### config.mk
export PLATFORM = sky130hd
export DESIGN_NAME = multicycle_control
export DESIGN_NICKNAME = d
export VERILOG_FILES = /design/src/rtl/multicycle_control.sv
export SDC_FILE = /design/constraint.sdc
export NUM_CORES = 1
export LEC_CHECK = 0
export CORE_ASPECT_RATIO = 0.75
export CORE_MARGIN = 1
export CORE_UTILIZATION = 49
export DETAILED_ROUTE_END_ITERATION = 8
export GPL_ROUTABILITY_DRIVEN = 0
export MAX_ROUTING_LAYER = met4
export PLACE_DENSITY = 0.85
export SLEW_MARGIN = 20
export SYNTH_ARGS = -nofsm -noshare
export SYNTH_HDL_FRONTEND = slang
export SYNTH_SLANG_ARGS = --single-unit
### constraint.sdc
create_clock -name clk -period 4 [get_ports clk]
set_clock_uncertainty 0.15 [all_clocks]
set_input_delay 1.2 -clock clk [delete_from_list [all_inputs] [get_ports clk]]
set_output_delay 1.2 -clock clk [all_outputs]
set_load 0.005 [all_outputs]
### src/rtl/multicycle_control.sv
// -----------------------------------------------------------------------------
// multicycle_control
//   Main control FSM for a classic multi-cycle MIPS-style datapath. Each
//   instruction walks FETCH -> DECODE -> (per-class states) -> FETCH. Every
//   control output is decoded from the state register, and from mem_ready in
//   FETCH. The block also produces a one-cycle instr_done pulse, a wrapping
//   retired-instruction counter and a sticky illegal-opcode flag.
//
// Ports
//   clk          : single clock, rising-edge active
//   rst_n        : asynchronous active-low reset
//   opcode[5:0]  : instruction[31:26] held in the IR
//   mem_ready    : memory access completes this cycle
//   PCWrite, PCWriteCond, IorD, MemRead, MemWrite, IRWrite,
//   MemtoReg, ALUSrcA, RegWrite, RegDst : 1-bit datapath controls
//   PCSource[1:0], ALUOp[1:0], ALUSrcB[1:0] : 2-bit datapath controls
//   instr_done   : high in the last cycle of every instruction
//   illegal      : sticky, set when the FSM enters TRAP
//   state[3:0]   : current state code
//   instr_count  : retired-instruction counter, CNT_W bits, wraps
// -----------------------------------------------------------------------------
module multicycle_control #(
   parameter logic [5:0]  OP_R         = 6'b000000,
   parameter logic [5:0]  OP_LW        = 6'b100011,
   parameter logic [5:0]  OP_SW        = 6'b101011,
   parameter logic [5:0]  OP_BEQ       = 6'b000100,
   parameter logic [5:0]  OP_J         = 6'b000010,
   parameter logic [5:0]  OP_ADDI      = 6'b001000,
   parameter int unsigned ILLEGAL_TRAP = 1,
   parameter int unsigned CNT_W        = 16
) (
   input  logic             clk,
   input  logic             rst_n,
   input  logic [5:0]       opcode,
   input  logic             mem_ready,
   output logic             PCWrite,
   output logic             PCWriteCond,
   output logic             IorD,
   output logic             MemRead,
   output logic             MemWrite,
   output logic             IRWrite,
   output logic             MemtoReg,
   output logic             ALUSrcA,
   output logic             RegWrite,
   output logic             RegDst,
   output logic             instr_done,
   output logic             illegal,
   output logic [1:0]       PCSource,
   output logic [1:0]       ALUOp,
   output logic [1:0]       ALUSrcB,
   output logic [3:0]       state,
   output logic [CNT_W-1:0] instr_count
);

   typedef enum logic [3:0] {
      S_FETCH  = 4'd0,
      S_DECODE = 4'd1,
      S_MEMADR = 4'd2,
      S_MEMRD  = 4'd3,
      S_MEMWB  = 4'd4,
      S_MEMWR  = 4'd5,
      S_EXEC   = 4'd6,
      S_RWB    = 4'd7,
      S_BRANCH = 4'd8,
      S_JUMP   = 4'd9,
      S_ADDIEX = 4'd10,
      S_ADDIWB = 4'd11,
      S_TRAP   = 4'd12
   } state_t;

   localparam logic [CNT_W-1:0] CNT_ONE = CNT_W'(1);

   state_t           r_state;
   state_t           w_next_state;
   logic             r_illegal;
   logic [CNT_W-1:0] r_instr_count;
   logic             w_instr_done;

   // Next-state selection; opcode only steers DECODE and MEMADR.
   always_comb begin
      w_next_state = S_FETCH;
      case (r_state)
         S_FETCH:  w_next_state = mem_ready ? S_DECODE : S_FETCH;
         S_DECODE: begin
            if ((opcode == OP_LW) || (opcode == OP_SW)) begin
               w_next_state = S_MEMADR;
            end else if (opcode == OP_R) begin
               w_next_state = S_EXEC;
            end else if (opcode == OP_BEQ) begin
               w_next_state = S_BRANCH;
            end else if (opcode == OP_J) begin
               w_next_state = S_JUMP;
            end else if (opcode == OP_ADDI) begin
               w_next_state = S_ADDIEX;
            end else begin
               // Undefined opcode: trap forever, or retire as a NOP.
               w_next_state = (ILLEGAL_TRAP != 0) ? S_TRAP : S_FETCH;
            end
         end
         // IR still holds the opcode, so LW/SW can be split here.
         S_MEMADR: w_next_state = (opcode == OP_SW) ? S_MEMWR : S_MEMRD;
         S_MEMRD:  w_next_state = mem_ready ? S_MEMWB : S_MEMRD;
         S_MEMWB:  w_next_state = S_FETCH;
         S_MEMWR:  w_next_state = mem_ready ? S_FETCH : S_MEMWR;
         S_EXEC:   w_next_state = S_RWB;
         S_RWB:    w_next_state = S_FETCH;
         S_BRANCH: w_next_state = S_FETCH;
         S_JUMP:   w_next_state = S_FETCH;
         S_ADDIEX: w_next_state = S_ADDIWB;
         S_ADDIWB: w_next_state = S_FETCH;
         S_TRAP:   w_next_state = S_TRAP;
         default:  w_next_state = S_FETCH;
      endcase
   end

   // Control decode from the state register; unlisted outputs stay 0.
   always_comb begin
      PCWrite      = 1'b0;
      PCWriteCond  = 1'b0;
      IorD         = 1'b0;
      MemRead      = 1'b0;
      MemWrite     = 1'b0;
      IRWrite      = 1'b0;
      MemtoReg     = 1'b0;
      ALUSrcA      = 1'b0;
      RegWrite     = 1'b0;
      RegDst       = 1'b0;
      PCSource     = 2'b00;
      ALUOp        = 2'b00;
      ALUSrcB      = 2'b00;
      w_instr_done = 1'b0;
      case (r_state)
         S_FETCH: begin
            MemRead = 1'b1;
            ALUSrcB = 2'b01;
            IRWrite = mem_ready;
            PCWrite = mem_ready;
         end
         S_DECODE: begin
            ALUSrcB      = 2'b11;
            // Only an undefined opcode in NOP mode finishes here.
            w_instr_done = (w_next_state == S_FETCH);
         end
         S_MEMADR: begin
            ALUSrcA = 1'b1;
            ALUSrcB = 2'b10;
         end
         S_MEMRD: begin
            MemRead = 1'b1;
            IorD    = 1'b1;
         end
         S_MEMWB: begin
            RegWrite     = 1'b1;
            MemtoReg     = 1'b1;
            w_instr_done = 1'b1;
         end
         S_MEMWR: begin
            MemWrite     = 1'b1;
            IorD         = 1'b1;
            w_instr_done = mem_ready;
         end
         S_EXEC: begin
            ALUSrcA = 1'b1;
            ALUOp   = 2'b10;
         end
         S_RWB: begin
            RegWrite     = 1'b1;
            RegDst       = 1'b1;
            w_instr_done = 1'b1;
         end
         S_BRANCH: begin
            ALUSrcA      = 1'b1;
            ALUOp        = 2'b01;
            PCWriteCond  = 1'b1;
            PCSource     = 2'b01;
            w_instr_done = 1'b1;
         end
         S_JUMP: begin
            PCWrite      = 1'b1;
            PCSource     = 2'b10;
            w_instr_done = 1'b1;
         end
         S_ADDIEX: begin
            ALUSrcA = 1'b1;
            ALUSrcB = 2'b10;
         end
         S_ADDIWB: begin
            RegWrite     = 1'b1;
            w_instr_done = 1'b1;
         end
         S_TRAP: begin
            w_instr_done = 1'b0;
         end
         // Unused codes 13-15 drive nothing and fall back to FETCH.
         default: begin
            w_instr_done = 1'b0;
         end
      endcase
   end

   // State register, sticky illegal flag and retired-instruction counter.
   always_ff @(posedge clk or negedge rst_n) begin
      if (!rst_n) begin
         r_state       <= S_FETCH;
         r_illegal     <= 1'b0;
         r_instr_count <= '0;
      end else begin
         r_state <= w_next_state;
         if (w_next_state == S_TRAP) begin
            r_illegal <= 1'b1;
         end else begin
            r_illegal <= r_illegal;
         end
         // Plain binary add: wraps from all-ones back to zero.
         if (w_instr_done) begin
            r_instr_count <= r_instr_count + CNT_ONE;
         end else begin
            r_instr_count <= r_instr_count;
         end
      end
   end

   assign state       = r_state;
   assign illegal     = r_illegal;
   assign instr_count = r_instr_count;
   assign instr_done  = w_instr_done;

endmodule

==> results.tsv <==
metric	value	unit
status	complete, no violations	
leakage	0.716	nW
grt_pass1_wl	5150	µm
synth-async-reset-ratio	100	%
antenna_found_initial	0	
start_kind	primary input	
cpPeakStageDelay	490	ps
ys_seq_elements	21	
worst-path-stages	4	
drc_errors	0	
wirelength	3300	µm
vias	1281	
htreeDepth	1	
synth_fp_nets	159	
cts_max_path_buffers	2	
die_y	48.1	µm
crit_arrival	2270	ps
syn_to_final_growth	39.2	%
grt_pass1_vias	1061	
cp_max_fo	3	
cpLargestDelayFamily	buffers and inverters	
relSlewSlack	39.7	%
postCtsSetupBuffers	0	
hp-class	reg2reg	
post-route-min-period	3620	ps
antenna_left	0	
worstMarginPinSlew	901	ps
max_cap_violations	0	
worst-endpoint-required	2650	ps
ys.warnings.count	0	
slowest_stage	clkdlybuf4s50_1	
dp_hpwl	2530	µm
cts.root.buffer_cell	clkbuf_8	
whs_path_depth	1	
die-width	63.4	µm
setup-violations-final	0	
worst-setup-path-type	in2out	
synthCells	149	
wire_per_inst	14.4	µm
die_area	3050	µm²
clk_latency	270	ps
avgSynthCellArea	9.31	µm²
max_freq	276	MHz
top_level_ports	47	
drtIter0Drc	60	
power_density	597	nW/µm²
drive_gt1_share	10.9	%
yosys_most_used_dff	dfrtp_1	
placed_area	1860	µm²
design_area	1930	µm²
ys_seq_area_share	37.9	%
synth.distinct_cells	51	
rsz0062_at_grt	false	
rows	16	
ff2ff_path_depth	4	
grt_start_max_net_pins	22	
crit_path_cell_trace	dlymetal6s2s_1 -> nor4b_4 -> or2_1 -> clkdlybuf4s50_1	
overflow	0	
slew_violations	0	
clkTransAtPathRegs	70	ps
port_buffers	46	
synth_area	1390	µm²
fin_nets	204	
cts_buffers	3	
cts_tree	built	
path_buf_inv	2	
synth_enable_flop_cells	0	
fill_cells	209	
period_share	90.5	%
viasPerCell	5.59	
vdd_drop_max	448	µV
grt_use_total	23.4	%
coreArea	2640	µm²
diodes	0	
clock_sinks	21	
first_pass_iters	4	
finalPower	1.15	mW
hold_violations	0	
crit_path_end_kind	primary output	
start_util	52.5	%
[logic make-up (layout without fill, tap and decap cells)]
kind of cell               Yosys count  in the layout  share of synthesized area (%)
AOI/OAI and AO/OA                   19             19                           10.8
xor gates and xnor gates            17             17                           10.7
adders and majority gates            1              1                          0.902
buffers and inverters               13             57                           5.14
DFF                                 21             21                           37.9
muxes                                1              1                          0.811
and+or+nand+nor                     77             77                           33.7
[cells in the mapped netlist, types with 2 or more instances]
master,n,area (µm²)
o21a_1,2,15.0
clkbuf_1,2,7.51
and3_1,3,18.8
o211ai_1,2,15.0
nand2b_1,7,43.8
nand4_1,6,37.5
or2_1,3,18.8
nand2_1,9,33.8
xor2_1,6,52.6
xnor2_1,11,96.3
nor3_1,6,30.0
buf_4,3,22.5
nor4_1,2,12.5
nand3_1,7,35.0
buf_2,3,15.0
inv_1,3,11.3
or3_1,2,12.5
dfrtp_1,21,526
nor3_2,4,40.0
nor2_1,16,60.1
[placed cells by master, fill, tap and decap left out, types with 3 or more instances in the layout]
cell | netlist | layout
nand4_1 | 6 | 6
dfrtp_1 | 21 | 21
nor3_1 | 6 | 6
clkbuf_8 | 0 | 3
buf_4 | 3 | 4
or2_1 | 3 | 3
xor2_1 | 6 | 6
nand2_1 | 9 | 9
clkdlybuf4s50_1 | 0 | 45
nor2_1 | 16 | 16
and3_1 | 3 | 3
inv_1 | 3 | 3
nor3_2 | 4 | 4
nand3_1 | 7 | 7
nand2b_1 | 7 | 7
xnor2_1 | 11 | 11
[through the flow]
step	std cells	hold slack [ps]	util [%]	setup slack [ps]	setup TNS, ps
floorplan	149	301	-	840	0
global placement	225	290	70.5	3.32	0
detailed placement	225	307	70.5	-133	-197
CTS	229	325	72.5	-6.56	-6.56
global route	229	340	73.1	328	0
finish	229	316	73.1	381	0
[sequential cells by signal, indices dropped and copies added, names as in the netlist]
| register | flops |
|---|---|
| illegal | 1 |
| instr_count | 16 |
| state | 4 |
[timing repair]
action                     4_1_cts  5_1_grt
resized for setup                1        3
pin swaps                        0        1
hold buffers                     0        0
setup endpoints to repair        3        2
[where the power goes]
part	total (mW)	switching (mW)	internal [mW]	leakage (nW)
logic	0.623	0.252	0.370	0.440
clock network	0.139	0.0696	0.0695	0.0255
registers	0.391	0.120	0.272	0.251
[per-layer routing]
layer / part of all wire [%] / up-vias / global-route usage (%)
li1: - / 620 / -
met1: 45 / 609 / 30.0
met2: 48 / 45 / 38.1
met3: 5.7 / 7 / 5.24
met4: 1.2 / 0 / 6.36
met5: 0 / - / -
[worst paths after layout]
kind | startpoint | end | slack (ps)
min | illegal$_DFFE_PN0N_ | illegal$_DFFE_PN0N_ | 320
max in group asynchronous | rst_n | instr_count[6]$_DFFE_PN0P_ | 1850
max reg2reg | state[0]$_DFF_PN0_ | instr_count[14]$_DFFE_PN0P_ | 1800
max | mem_ready | PCWrite | 380
min reg2reg | illegal$_DFFE_PN0N_ | illegal$_DFFE_PN0N_ | 320
min in group asynchronous | rst_n | instr_count[11]$_DFFE_PN0P_ | 1290
[final cells by class]
cell class | count | area (µm²) | share of cell area, %
inverters | 3 | 11.3 | 0.583
well taps | 36 | 45.0 | 2.33
clock inverters | 1 | 5.00 | 0.259
multi-input cells | 115 | 811 | 42.0
repair buffers | 50 | 493 | 25.5
clock buffers | 3 | 41.3 | 2.14
flip-flops and latches | 21 | 526 | 27.2
(Power assumes the default switching activity.)
